==> src/rtl/rsa_keygen_pkg.sv <==
// Shared types, defaults and the rotating-priority search for the RSA keygen scheduler.
package rsa_keygen_pkg;

  typedef enum logic [1:0] {
    StIdle,
    StIssue,
    StWait,
    StResp
  } state_e;

  localparam int unsigned DefTimeoutCycles = 1048576;
  localparam int unsigned MaxReq = 16;

  // Returns {valid, id}: first set bit of req at or above ptr, wrapping at num.
  function automatic logic [4:0] rr_search(input logic [15:0] req, input logic [3:0] ptr,
                                           input int unsigned num);
    logic [4:0] res;
    int idx;
    res = '0;
    // Walk offsets downward so the smallest offset is the last one written.
    for (int i = int'(MaxReq) - 1; i >= 0; i--) begin
      if (i < int'(num)) begin
        idx = (int'(ptr) + i) % int'(num);
        if (req[idx[3:0]]) res = {1'b1, idx[3:0]};
      end
    end
    return res;
  endfunction

endpackage

==> src/rtl/rr_arbiter.sv <==
// Combinational round-robin arbiter; the pointer register lives in the scheduler.
module rr_arbiter
  import rsa_keygen_pkg::*;
#(
  parameter int unsigned NUM_REQ = 4,
  parameter int unsigned ID_W    = $clog2(NUM_REQ)
) (
  input  logic [NUM_REQ-1:0] req,
  input  logic [ID_W-1:0]    rr_ptr,
  input  logic               en,
  output logic               grant_valid,
  output logic [ID_W-1:0]    grant_id
);

  logic [4:0] pick;

  always_comb begin
    pick        = rr_search(16'(req), 4'(rr_ptr), NUM_REQ);
    grant_valid = en & pick[4];
    grant_id    = ID_W'(pick[3:0]);
  end

endmodule

==> src/rtl/rsa_keygen_scheduler.sv <==
// Shares one RSA keygen engine among NUM_REQ requesters with round-robin grants.
// Optional watchdog abort enabled by defining RSA_KEYGEN_SCHED_WDOG_EN.
module rsa_keygen_scheduler
  import rsa_keygen_pkg::*;
#(
  parameter int unsigned NUM_REQ        = 4,
  parameter int unsigned ID_W           = $clog2(NUM_REQ),
  parameter int unsigned CNT_W          = 32,
  parameter int unsigned TIMEOUT_CYCLES = DefTimeoutCycles,
  parameter int unsigned TO_W           = 21
) (
  input  logic               aclk,
  input  logic               areset,
  input  logic               en,
  input  logic [NUM_REQ-1:0] req,
  output logic [NUM_REQ-1:0] ack,
  output logic               ack_err,
  output logic [ID_W-1:0]    owner,
  output logic               busy,
  output logic               eng_next,
  input  logic               eng_done,
  output logic [CNT_W-1:0]   key_count
);

  localparam logic [ID_W-1:0] LastId = ID_W'(NUM_REQ - 1);

  state_e          state;
  logic [ID_W-1:0] rr_ptr;
  logic            grant_valid;
  logic [ID_W-1:0] grant_id;

  rr_arbiter #(
    .NUM_REQ(NUM_REQ),
    .ID_W   (ID_W)
  ) u_arb (
    .req        (req),
    .rr_ptr     (rr_ptr),
    .en         (en),
    .grant_valid(grant_valid),
    .grant_id   (grant_id)
  );

`ifdef RSA_KEYGEN_SCHED_WDOG_EN
  localparam logic [TO_W-1:0] WdogLast = TO_W'(TIMEOUT_CYCLES - 1);
  logic [TO_W-1:0] wdog;
  logic            ack_err_q;
  assign ack_err = ack_err_q;
`else
  logic unused_wdog_cfg;
  assign unused_wdog_cfg = ^TO_W'(TIMEOUT_CYCLES);
  assign ack_err = 1'b0;
`endif

  always_ff @(posedge aclk or posedge areset) begin
    if (areset) begin
      state     <= StIdle;
      rr_ptr    <= '0;
      ack       <= '0;
      owner     <= '0;
      busy      <= 1'b0;
      eng_next  <= 1'b0;
      key_count <= '0;
`ifdef RSA_KEYGEN_SCHED_WDOG_EN
      wdog      <= '0;
      ack_err_q <= 1'b0;
`endif
    end else begin
      eng_next <= 1'b0;
      ack      <= '0;
`ifdef RSA_KEYGEN_SCHED_WDOG_EN
      ack_err_q <= 1'b0;
`endif
      unique case (state)
        StIdle: begin
          if (grant_valid) begin
            owner    <= grant_id;
            rr_ptr   <= (grant_id == LastId) ? '0 : grant_id + 1'b1;
            eng_next <= 1'b1;
            busy     <= 1'b1;
            state    <= StIssue;
          end
        end
        StIssue: begin
          // Any done seen alongside the start pulse belongs to a previous run.
          state <= StWait;
`ifdef RSA_KEYGEN_SCHED_WDOG_EN
          wdog  <= '0;
`endif
        end
        StWait: begin
          if (eng_done) begin
            state     <= StResp;
            ack       <= NUM_REQ'(1) << owner;
            key_count <= key_count + 1'b1;
          end
`ifdef RSA_KEYGEN_SCHED_WDOG_EN
          else if (wdog == WdogLast) begin
            state     <= StResp;
            ack       <= NUM_REQ'(1) << owner;
            ack_err_q <= 1'b1;
          end else begin
            wdog <= wdog + 1'b1;
          end
`endif
        end
        StResp: begin
          busy  <= 1'b0;
          state <= StIdle;
        end
        default: state <= StIdle;
      endcase
    end
  end

endmodule

==> config.mk <==
export PLATFORM = sky130hd
export DESIGN_NAME = rsa_keygen_scheduler
export DESIGN_NICKNAME = d
export VERILOG_FILES = /design/src/rtl/rsa_keygen_pkg.sv /design/src/rtl/rr_arbiter.sv /design/src/rtl/rsa_keygen_scheduler.sv
export SDC_FILE = /design/constraint.sdc
export NUM_CORES = 1
export LEC_CHECK = 0
export CAP_MARGIN = 25
export CORE_ASPECT_RATIO = 1.75
export CORE_MARGIN = 2
export CORE_UTILIZATION = 44
export DETAILED_ROUTE_END_ITERATION = 8
export HOLD_SLACK_MARGIN = 0.02
export PLACE_DENSITY_LB_ADDON = 0.08
export SLEW_MARGIN = 25
export SYNTH_ARGS = -nofsm -noshare
export SYNTH_HDL_FRONTEND = slang
export SYNTH_SLANG_ARGS = --single-unit
==> constraint.sdc <==
create_clock -name aclk -period 1.8 [get_ports aclk]
set_clock_uncertainty 0.05 [all_clocks]
set_input_delay 0.54 -clock aclk [delete_from_list [all_inputs] [get_ports aclk]]
set_output_delay 0.54 -clock aclk [all_outputs]
set_load 0.01 [all_outputs]
Yosys cells after proc, flatten, opt, wreduce, memory -nomap -nowiden

Index checks and enable logic that the tools add are counted.
Widths: inputs -> output; s select.

Word-level logic and storage cells: 58
Flip-flop bits (word level): 44

Reductions and logical operators: 9
Equal/unequal tests: 6
Bitwise logic cells: 4
Add/subtract/negate cells: 5
Shifts and indexed selects: 1
Mux-type cells: 22
Order comparisons: 4

Operator list:

| kind                  | number |
|---|---|
| $add 32x1->32 const B | 1 |
| $mux 5                | 4 |
| $lt 4x5->1 const B    | 3 |
| $bmux 1 s3            | 3 |
| $mux 4                | 2 |
| $pmux 2 s4            | 1 |
| $reduce_and 2->1      | 4 |
| $mux 1                | 7 |
| $eq 2x2->1 const B    | 3 |
| $mux 2                | 3 |
| $reduce_or 2->1       | 3 |
| $lt 2x5->1 const B    | 1 |
| $add 2x1->2 const B   | 2 |
| $add 2x2->2 const B   | 2 |
| $ne 2x2->1 const B    | 2 |
| $shl 1x2->4 const A   | 1 |
| $and 1x1->1 const A   | 3 |
| $bmux 1 s2            | 1 |
| $eq 2x1->1 const B    | 1 |
| $logic_not 2->1       | 1 |
| $pmux 1 s2            | 1 |
| $reduce_bool 2->1     | 1 |
| $and 1x1->1           | 1 |

Depth between registers and ports, before layout

Word-level depth: 12
Depth in mapped cells: 7
Gate-level depth less buffers: 7

Modules after synthesis

From an unflattened synthesis, not the netlist that was laid out.

Cells, all modules: 194
Area total of the unflattened synthesis: 2,102.0 sq um

By module, submodules not included:

| module               | times used | area each (sq um) | cells an instance |
|---|---|---|---|
| rsa_keygen_scheduler | 1          | 2,016.9           | 180 |
| rr_arbiter           | 1          | 85.1              | 14 |

Worst setup path after synthesis

OpenSTA, ideal clock, no wires.

Path kind: flip-flop to flip-flop
Start point: register state[0]
End point: register key_count[31]
Setup slack: -0.137 ns
Clock period less this slack: 1.937 ns
Arrival time: 1.808 ns
Stages on the path, launching flop included: 8
Setup time: 0.079 ns
Data required time: 1.671 ns
Cells stage by stage: dfrtp_1 inv_1 ha_1 nand2_1 nor4_4 nand4_4 nor3_2 xor2_1

Longest elaborated chain between the ends: 2

Ends and longest elaborated chain:

| element                    | RTL line                   | RTL |
|---|---|---|
| from (decl)                | rsa_keygen_scheduler.sv:27 | `state_e state;` |
| from (signal assigned)     | rsa_keygen_scheduler.sv:56 | `state <= StIdle;` |
| from (signal assigned)     | rsa_keygen_scheduler.sv:80 | `state <= StIssue;` |
| from (signal assigned)     | rsa_keygen_scheduler.sv:85 | `state <= StWait;` |
| $eq 2x2->1                 | rsa_keygen_scheduler.sv:73 | `unique case (state)` |
| $reduce_and 2->1 (no line) | n/a                        |  |
| to (signal assigned)       | rsa_keygen_scheduler.sv:94 | `key_count <= key_count + 1'b1;` |
| to (decl)                  | rsa_keygen_scheduler.sv:22 | `output logic [CNT_W-1:0] key_count` |

No other way between the ends.
A chain may end at the register's enable or synchronous reset.

Final worst setup path

Start point: register key_count[16]
End point: output port key_count[16]

No word-level cell between the ends.

==> results.md <==
- Outcome: completed
- Fraction of layout cells with a size suffix above 1: 23.9%
- Tmin final: 1760 ps
- Initial antenna violation count: 0
- DRC violations left: 0
- Final hold violations: 0
- Area leader, netlist: dfrtp_1
- R2R Path End: key_count[19]
- Period utilisation layout: 98.0%
- Post-synth cell types: 32
- Setup CP Type: flip-flop to primary output
- Die Footprint: 5250 sq um
- IO Count: 49
- Power density cells: 946 nW/um^2
- Synth Cell Area: ~2100 sq um
- Synth area leaders: dfrtp_1 (54%), xnor2_1 (9.8%), xor2_1 (3.8%)
- Most frequent cell after synthesis: dfrtp_1
- Area growth from synthesis to layout: 46.7%
- Largest delay share family, worst path: buffers and inverters
- Initial Util: 46.2%
- First drt pass iteration count: 4
- Crit Path Max Fanout: 2
- First-pass GRT wire length: 7480 um
- Mux share of post-synthesis cell area: ~1.6%
- Core Region: between 4000 and 5000 sq um
- Final setup vio count: 0
- Hold_ws: 425 ps
- # rows: 32
- Top cells by count, synth: dfrtp_1 (44), xnor2_1 (23), nand2_1 (19), inv_1 (15), nor2_1 (12)
- ANT cells: 0
- Yosys reg bits: 44
- Synth async-reset ratio: 100%
- Top cell type's share of synthesized area: 53.6%
- CTS Buf Count: 5
- CTS Root Buffer Type: clkbuf_8
- HP Start: key_count[31]
- Die width: 55.6 um
- Initial drt markers: 19
- Clock Path Buffers: 2
- Worst-Skew Late Latency: 290 ps
- Largest net degree at the start of global routing: 45
- Clk slew on worst S/H paths: about 80 ps
- Setup_tns: 0 ps
- Peak supply drop: about 0.9 mV
- Wire per inst: between 10 and 15 um
- Achievable Freq: 0.567 GHz
- CTS tree: built
- Via count: 1647
- Gr ovfl total: 0
- Post-Synth XOR/XNOR Area: around 14%
- Leak pwr: 1.65 nW
- Final ANT Viol Nets: 0
- Unrepaired setup endpoints after global routing: no
- Hold Path Class: flip-flop to flip-flop
- Cell Area, Placed: approximately 2700 sq um
- Post-synthesis sequential area ratio: 53.6%
- Worst setup EP type: primary output
- Syn Nets: 197
- Avg Cell Area, Syn: 11.2 sq um
- Port bufs: 47
- Main combinational cell family by area after synthesis: simple AND/OR/NAND/NOR gates
- Synth Instances: roughly 180
- WP data required: about 1200 ps
- Synth Area in Compound Gates: between 4 and 5%
- Die span in y: 94.4 um
- Hold Crit Endpoint: key_count[31]
- Worst r2r src: key_count[3]
- NumNets Final: 285
- Buf/Inv on CP: 1
- Adder-cell share of the synthesized area: 3.05%
- CP Cell Sequence: clkdlybuf4s50_1
- DR vias/cell: between 5 and 6
- R2R cell count: 7
- Finished Cell Area: 3010 sq um
- GP Congestion: 0.717
- Worst EP arrival: 1170 ps
- H-tree depth: 2
- Post-synth EDFFs: 0
- R2R Setup Slk: 120 ps
- Crit path launch type: flip-flop
- DPL Wire Length: 3170 um
- Vias in the first global route: about 1700
- Max-slew violations: 0
- Global-route usage over all layers: 17.8%
- Slowest cell on crit path: clkdlybuf4s50_1
- Slowest cell delay on critical path: 540 ps
- Fillcell total: 368
- Hold Path Stages: 1
- CTS Sinks: 44
- Post-synthesis simple-gate area fraction: roughly a fifth
- DRT Wirelength: 4340 um
- Ys Warns: 0
- Predominant post-synthesis flop cell: dfrtp_1
- Max cap viols: 0
## worst max path at each step
stage	start	endpoint	slack [ps]	cells after the start
4_1_cts	key_count[15]	key_count[28]	4	6
6_report	key_count[16]	key_count[16]	40	1
3_5_place_dp	req[0]	rr_ptr[0]	-340	7
3_3_place_gp	req[0]	rr_ptr[0]	-280	7
5_1_grt	key_count[16]	key_count[16]	2	1
2_1_floorplan	state[0]	key_count[31]	-20	7
## per-stage QoR
stage               total power [mW]  setup slack [ps]  utilization (%)  cells
global route                    3.03              1.96             67.8    323
detailed placement              2.16              -344             61.1    297
global placement                2.12              -279             61.1    297
CTS                             2.88              4.21             65.9    321
floorplan                       1.72             -19.1                -    184
finish                          2.85              35.4             67.8    323
## metal layers
metal  up-vias  global-route usage [%]  share of wire (%)  routed length, um
met5         -                       0                  0                  0
met4         0                    5.08                1.2                 53
met3         6                    3.84                4.1                177
met2        39                    34.3                 57               2460
met1       807                    19.2                 38               1650
li1        795                       -                  -                  -
## cells by family (layout without fill, tap and decap cells)
family | Yosys count | count (layout)
AOI/OAI and AO/OA | 13 | 13
DFF | 44 | 44
xor gates and xnor gates | 32 | 32
other | 1 | 1
adders and majority gates | 5 | 5
and+or+nand+nor | 69 | 69
muxes | 3 | 3
buffers and inverters | 17 | 105
## worst register-to-register path: cells and delay by family, from the launching register on
kind,cells,cell delay (ps)
buf+inv,2,340
simple gates,4,740
flops,1,350
xor+xnor,1,130
## power breakdown
part	leakage [nW]	internal, mW	total, mW	switching [mW]
Sequential	0.573	1.14	1.26	0.117
Clock	0.0410	0.264	0.571	0.307
Combinational	1.03	0.555	1.02	0.466
## state kept, by name (all words and copies together) (netlist names)
| register | cells |
|---|---|
| rr_ptr | 2 |
| key_count | 32 |
| state | 2 |
| busy | 1 |
| eng_next | 1 |
| owner | 2 |
| ack | 4 |
## cell type report
class	count	area (sq um)	share of cell area (%)
tap	51	63.8	2.12
multi-input combinational	123	938	31.1
clock inverter	1	5.00	0.166
sequential	44	1100	36.7
clock buffer	6	72.6	2.41
inverter	15	56.3	1.87
timing repair buffer	83	772	25.6
## layout by cell type, fill, tap and decap left out, types with 3 or more instances in the layout
master | Yosys | layout
ha_1 | 5 | 4
dfrtp_2 | 0 | 3
inv_1 | 15 | 13
and3_1 | 4 | 3
nor2_1 | 12 | 11
o21ai_0 | 4 | 3
dlygate4sd2_1 | 0 | 15
xor2_1 | 9 | 9
clkdlybuf4s50_1 | 0 | 17
xnor2_1 | 23 | 23
clkbuf_8 | 0 | 5
nand2_1 | 19 | 19
nand3_1 | 11 | 10
nor3_2 | 4 | 3
dfrtp_1 | 44 | 41
nand4_1 | 7 | 7
a21oi_1 | 4 | 4
buf_4 | 1 | 35
dlymetal6s2s_1 | 0 | 15
## what timing repair did
action                     4_1_cts  5_1_grt
resized for setup               23       24
pin swaps                        3        6
setup buffers                   17        2
hold buffers                     0        0
setup endpoints to repair       33       24
No activity file was read; power rests on OpenSTA's default activity.
